[src/rtl/vram_arbiter_pkg.sv]
// Shared display/framebuffer constants and the arbiter state encoding.
// The 640-pixel mode fetches 40 sixteen-pixel words per line from a 128K-word framebuffer.
package vram_arbiter_pkg;

   localparam int unsigned VRAM_ADDRW       = 17;
   localparam int unsigned VRAM_DATAW       = 16;
   localparam int unsigned DISPLAY_MODE_640 = 0;
   localparam int unsigned LINE_WORDS_640   = 40;
   localparam int unsigned VRAM_FAIR        = 8;

   typedef enum logic {
      ST_IDLE  = 1'b0,
      ST_BURST = 1'b1
   } arb_state_t;

   // Bits needed to hold the values 0..max_val.
   function automatic int unsigned cnt_width(input int unsigned max_val);
      return (max_val < 32'd2) ? 32'd1 : $clog2(max_val + 32'd1);
   endfunction

endpackage

[src/rtl/vram_arbiter_rd_pipe.sv]
// Two-stage read-return tag pipeline: follows each read grant to the cycle its
// BRAM data returns and routes mem_rdata to the display or drawing side.
module vram_rd_pipe #(
   parameter int unsigned DATAW = 16
) (
   input  logic             clk,
   input  logic             rst_n,
   input  logic             rd_valid_i,
   input  logic             rd_disp_i,
   input  logic [DATAW-1:0] mem_rdata_i,
   output logic [DATAW-1:0] disp_data_o,
   output logic             disp_valid_o,
   output logic [DATAW-1:0] draw_rdata_o,
   output logic             draw_rvalid_o
);

   logic [1:0] valid_q;
   logic [1:0] disp_q;
   logic       disp_hit_s;
   logic       draw_hit_s;

   // Bit 0 is the cycle mem_* is presented, bit 1 the cycle mem_rdata is valid.
   always_ff @(posedge clk or negedge rst_n) begin
      if (!rst_n) begin
         valid_q <= 2'b00;
         disp_q  <= 2'b00;
      end else begin
         valid_q <= {valid_q[0], rd_valid_i};
         disp_q  <= {disp_q[0], rd_disp_i};
      end
   end

   // Demux the returning word; the idle side is held at zero.
   always_comb begin
      disp_hit_s   = valid_q[1] & disp_q[1];
      draw_hit_s   = valid_q[1] & ~disp_q[1];
      disp_data_o  = {DATAW{1'b0}};
      draw_rdata_o = {DATAW{1'b0}};
      if (disp_hit_s) begin
         disp_data_o = mem_rdata_i;
      end else if (draw_hit_s) begin
         draw_rdata_o = mem_rdata_i;
      end else begin
         disp_data_o  = {DATAW{1'b0}};
         draw_rdata_o = {DATAW{1'b0}};
      end
      disp_valid_o  = disp_hit_s;
      draw_rvalid_o = draw_hit_s;
   end

endmodule

[src/rtl/vram_arbiter.sv]
// Single-port VRAM arbiter: line-burst display fetches with priority, drawing
// accesses in spare cycles, plus a fairness slot every FAIR display grants.
module vram_arbiter
   import vram_arbiter_pkg::*;
#(
   parameter int unsigned ADDRW      = VRAM_ADDRW,
   parameter int unsigned DATAW      = VRAM_DATAW,
   parameter int unsigned LINE_WORDS = LINE_WORDS_640,
   parameter int unsigned FAIR       = VRAM_FAIR
) (
   input  logic             clk,
   input  logic             rst_n,
   input  logic             line_start,
   input  logic [ADDRW-1:0] line_addr,
   output logic [DATAW-1:0] disp_data,
   output logic             disp_valid,
   output logic             disp_overrun,
   input  logic             draw_req,
   input  logic             draw_we,
   input  logic [ADDRW-1:0] draw_addr,
   input  logic [DATAW-1:0] draw_wdata,
   output logic             draw_ack,
   output logic [DATAW-1:0] draw_rdata,
   output logic             draw_rvalid,
   output logic             busy,
   output logic [ADDRW-1:0] mem_addr,
   output logic             mem_we,
   output logic [DATAW-1:0] mem_wdata,
   input  logic [DATAW-1:0] mem_rdata
);

   localparam int unsigned   RW           = cnt_width(LINE_WORDS);
   localparam int unsigned   FW           = cnt_width(FAIR);
   localparam logic [RW-1:0] LINE_WORDS_C = RW'(LINE_WORDS);
   localparam logic [FW-1:0] FAIR_C       = FW'(FAIR);

   arb_state_t       state_q,     state_d;
   logic [ADDRW-1:0] ptr_q,       ptr_d;
   logic [RW-1:0]    rem_q,       rem_d;
   logic [FW-1:0]    fair_q,      fair_d;
   logic             overrun_q,   overrun_d;
   logic [ADDRW-1:0] mem_addr_q,  mem_addr_d;
   logic             mem_we_q,    mem_we_d;
   logic [DATAW-1:0] mem_wdata_q, mem_wdata_d;
   logic             disp_gnt_s;
   logic             draw_gnt_s;
   logic             rd_valid_s;

   // Grant decision, burst bookkeeping and next BRAM command.
   always_comb begin
      state_d     = state_q;
      ptr_d       = ptr_q;
      rem_d       = rem_q;
      fair_d      = fair_q;
      overrun_d   = 1'b0;
      disp_gnt_s  = 1'b0;
      draw_gnt_s  = 1'b0;
      mem_addr_d  = mem_addr_q;
      mem_we_d    = 1'b0;
      mem_wdata_d = mem_wdata_q;
      case (state_q)
         ST_IDLE: begin
            draw_gnt_s = draw_req;
            if (line_start) begin
               state_d = ST_BURST;
               ptr_d   = line_addr;
               rem_d   = LINE_WORDS_C;
               fair_d  = {FW{1'b0}};
            end else begin
               state_d = ST_IDLE;
            end
         end
         ST_BURST: begin
            overrun_d = line_start;
            if (draw_req && (fair_q == FAIR_C)) begin
               draw_gnt_s = 1'b1;
               fair_d     = {FW{1'b0}};
            end else begin
               disp_gnt_s = 1'b1;
               ptr_d      = ptr_q + ADDRW'(1);
               rem_d      = rem_q - RW'(1);
               fair_d     = (fair_q == FAIR_C) ? fair_q : (fair_q + FW'(1));
               state_d    = (rem_q == RW'(1)) ? ST_IDLE : ST_BURST;
            end
         end
         default: begin
            state_d = ST_IDLE;
         end
      endcase
      // The BRAM command for the winner is presented one cycle after the grant.
      if (disp_gnt_s) begin
         mem_addr_d = ptr_q;
         mem_we_d   = 1'b0;
      end else if (draw_gnt_s) begin
         mem_addr_d  = draw_addr;
         mem_we_d    = draw_we;
         mem_wdata_d = draw_wdata;
      end else begin
         mem_addr_d = mem_addr_q;
         mem_we_d   = 1'b0;
      end
      rd_valid_s = disp_gnt_s | (draw_gnt_s & ~draw_we);
   end

   // Arbiter state and registered BRAM command.
   always_ff @(posedge clk or negedge rst_n) begin
      if (!rst_n) begin
         state_q     <= ST_IDLE;
         ptr_q       <= {ADDRW{1'b0}};
         rem_q       <= {RW{1'b0}};
         fair_q      <= {FW{1'b0}};
         overrun_q   <= 1'b0;
         mem_addr_q  <= {ADDRW{1'b0}};
         mem_we_q    <= 1'b0;
         mem_wdata_q <= {DATAW{1'b0}};
      end else begin
         state_q     <= state_d;
         ptr_q       <= ptr_d;
         rem_q       <= rem_d;
         fair_q      <= fair_d;
         overrun_q   <= overrun_d;
         mem_addr_q  <= mem_addr_d;
         mem_we_q    <= mem_we_d;
         mem_wdata_q <= mem_wdata_d;
      end
   end

   vram_rd_pipe #(
      .DATAW (DATAW)
   ) u_rd_pipe (
      .clk           (clk),
      .rst_n         (rst_n),
      .rd_valid_i    (rd_valid_s),
      .rd_disp_i     (disp_gnt_s),
      .mem_rdata_i   (mem_rdata),
      .disp_data_o   (disp_data),
      .disp_valid_o  (disp_valid),
      .draw_rdata_o  (draw_rdata),
      .draw_rvalid_o (draw_rvalid)
   );

   assign draw_ack     = draw_gnt_s;
   assign busy         = (state_q == ST_BURST);
   assign disp_overrun = overrun_q;
   assign mem_addr     = mem_addr_q;
   assign mem_we       = mem_we_q;
   assign mem_wdata    = mem_wdata_q;

endmodule

[config.mk]
export PLATFORM = sky130hd
export DESIGN_NAME = vram_arbiter
export DESIGN_NICKNAME = d
export VERILOG_FILES = /design/src/rtl/vram_arbiter_pkg.sv /design/src/rtl/vram_arbiter_rd_pipe.sv /design/src/rtl/vram_arbiter.sv
export SDC_FILE = /design/constraint.sdc
export NUM_CORES = 1
export LEC_CHECK = 0
export CAP_MARGIN = 25
export CORE_ASPECT_RATIO = 1.2
export CORE_MARGIN = 3
export CORE_UTILIZATION = 48
export CTS_BUF_LIST = sky130_fd_sc_hd__clkbuf_4
export DETAILED_ROUTE_END_ITERATION = 12
export PLACE_DENSITY = 0.88
export SLEW_MARGIN = 20
export SYNTH_ARGS = -nofsm -noshare
export SYNTH_HDL_FRONTEND = slang
export SYNTH_SLANG_ARGS = --single-unit
export TNS_END_PERCENT = 30
[constraint.sdc]
create_clock -name clk -period 4.8 [get_ports clk]
set_input_delay 0.48 -clock clk [delete_from_list [all_inputs] [get_ports clk]]
set_output_delay 0.48 -clock clk [all_outputs]
set_load 0.1 [all_outputs]
==> impl_metrics.yaml <==
setup_path:
  crit_family: "buffers and inverters"
  critical_path_arrival_ns: 3.07
  worstSetupStartpointType: "flip-flop"
  worst_path_max_delay_cell: "clkdlybuf4s50_1"
  critical_path_required_ns: 4.32
  path_max_fanout: 18
  critPathKind: "flip-flop to output port"
  cp.buffers_inverters: 1
  reg2reg_setup_slack_ns: 2.02
  critical_path.cell_chain: "nor2b_1 -> and2_1 -> clkdlybuf4s50_1"
  critPathMaxStageDelay_ns: 1.15
  crit_path_end_kind: "output port"
placement:
  hpwl_um: 6880
  numPortBuffers: 141
  place_congestion: 0.946
  dpl-instance-area_mm2: 0.00494
drt:
  routedWlPerCell_um: 15.8
  drt_iter0_drc: 173
  postRouteAntennaNets: 0
  first_pass_iters: 4
  num_vias: 3199
  routed_via_density: 5.54
  wirelength_um: 9100
  post-route-drc-count: 0
finish:
  final_layout_size_suffix_gt1_share_pct: 8.37
  post-route-util_pct: 73.1
  fin_area_mm2: 0.00507
  area_growth_syn_to_layout_pct: 45.7
  most-common-layout-cells: "clkdlybuf4s50_1 (139), dfrtp_1 (67), nand2_1 (42)"
  final_common_cell: "clkdlybuf4s50_1"
  multi_input_area_mm2: 0.00168
  seq_area_mm2: 0.00168
  nets: 562
  fillers: 514
  diodes: 0
yosys:
  synth_top_area_share_pct: 48.2
  yosys_most_used_dff: "dfrtp_1"
  synthArstFlopShare_pct: 100
  synth_edf_count: 0
  synth_top_cell_by_area: "dfrtp_1"
  synth.avg_cell_area_um2: 9.88
  synth-warning-count: 0
  syn_nets: 428
  ys_seq_area_share_pct: 48.2
  synth.area.top_cells: "dfrtp_1 (48%), mux2_2 (5.2%), nand2_1 (4.5%)"
  ys_seq_elements: 67
  syn-cell-area_mm2: 0.00348
  synthCells: 352
  synthDistinctLibCells: 40
clocking:
  clock_path_buffers: 2
  numCtsBuffers: 9
  hold_buffers: 0
  clkLatencyLatePin_ns: 0.39
  cts_resized: 0
  cts_tree: "done"
  clock_sinks: 67
  cts_max_level: 3
  post_cts_buffers: 0
  clk_pin_slew_worst_paths_ns: 0.11
  cts_root_buf: "clkbuf_4"
timing:
  finalHoldViolCount: 0
  rsz0062_at_grt: "false"
  drv_slew: 0
  setup_viol: 0
  hold_slack_ns: 0.246
  fin_crit_ns: 3.55
  worst-slew-pin-transition_ns: 1.02
  maxSlewHeadroom_pct: 31.9
  fin_worst_skew_ns: 0.0115
  timing.final.crit_share_pct: 74.0
  fmax_mhz: 281
  tns_ns: 0
global_routing:
  track_usage_pct: 22.0
  antenna_found_initial: 0
  grt_pass1_vias: 3131
  grt_pass1_wl_um: 14800
  grt-ovfl-total: 0
  grt_max_degree: 68
die:
  die_w_um: 83.7
  dieArea_mm2: 0.00831
  die_h_um: 99.2
  coreArea_mm2: 0.00694
  ioPinCount: 142
  row_count: 33
  initial_core_util_pct: 50.1
run_status:
  status: "finished clean"
min_path:
  hold_path.class: "input pin to async pin"
run:
  drv_cap: 0
[Yosys cell counts (3+ instances only)]
| cell | number |
|---|---|
| dfrtp_1 | 67 |
| nand2_1 | 42 |
| a21oi_1 | 18 |
| and2_1 | 18 |
| a211oi_1 | 16 |
| and3_1 | 16 |
| mux2_2 | 16 |
| nor2b_1 | 16 |
| clkbuf_1 | 14 |
| a22oi_1 | 12 |
| o21ai_0 | 12 |
| mux2i_1 | 11 |
| xnor2_1 | 10 |
| inv_1 | 9 |
| nor2_1 | 8 |
| buf_1 | 7 |
| nand4_1 | 7 |
| xor2_1 | 7 |
| nand3_1 | 6 |
| nor3_1 | 6 |
| ha_1 | 5 |
| a31oi_1 | 4 |
| nor4_1 | 3 |
| o31ai_1 | 3 |
[sequential cells by signal (all words and copies together), names as in the netlist]
signal	flops
ptr_q	17
rem_q	6
disp_overrun	1
u_rd_pipe.valid_q	2
busy	1
mem_addr	17
mem_wdata	16
mem_we	1
u_rd_pipe.disp_q	2
fair_q	4
[metrics by stage]
step                      setup WS (ns)  cells
after floorplan                    1.45    352
after global placement             1.76    562
after detailed placement           1.60    562
after CTS                          1.27    577
after global routing               1.14    577
final                              1.25    577
[final timing paths]
check / cells past startpoint / from / endpoint
min: 2 / rst_n / ptr_q[11]
min in group clk: 0 / u_rd_pipe.valid_q[0] / u_rd_pipe.valid_q[1]
max in group asynchronous: 2 / rst_n / fair_q[2]
max reg2reg: 7 / fair_q[0] / mem_addr[4]
max: 3 / u_rd_pipe.valid_q[1] / draw_rdata[3]
min reg2reg: 0 / u_rd_pipe.valid_q[0] / u_rd_pipe.valid_q[1]
[worst register-to-register path, delay by kind of cell, from the launching register on]
family | cells | cell delay (ns)
flops | 1 | 0.44
compound gates | 1 | 0.29
buf+inv | 2 | 0.46
fa+ha+maj | 1 | 0.22
simple gates | 3 | 1.26
[metal layers]
layer	share of wire, %	GRT usage (%)	vias to the layer above
li1	-	-	1522
met1	39	26.1	1482
met2	49	38.5	171
met3	8.7	5.14	24
met4	3.2	9.03	0
met5	0	0	-
[cell families after synthesis]
| family | after synthesis | synth area share (%) |
|---|---|---|
| buffers and inverters | 32 | 3.53 |
| multiplexers | 27 | 8.35 |
| flip-flops | 67 | 48.2 |
| AND/OR/NAND/NOR | 133 | 20.7 |
| AO/OA/AOI/OAI | 71 | 13.1 |
| XOR/XNOR | 17 | 4.28 |
| adder cells (fa/ha/maj) | 5 | 1.80 |
[cell type report]
cell class / count / share of cell area (%)
Tap cell: 87 / 2.15
Sequential cell: 67 / 33.1
Clock inverter: 4 / 0.840
Inverter: 9 / 0.667
Timing Repair Buffer: 146 / 28.4
Clock buffer: 11 / 1.63
Multi-Input combinational cell: 253 / 33.2
Power is left out: the tool's default activity adds up to more than one toggle a clock period on the data nets, which glitch-free logic cannot reach.
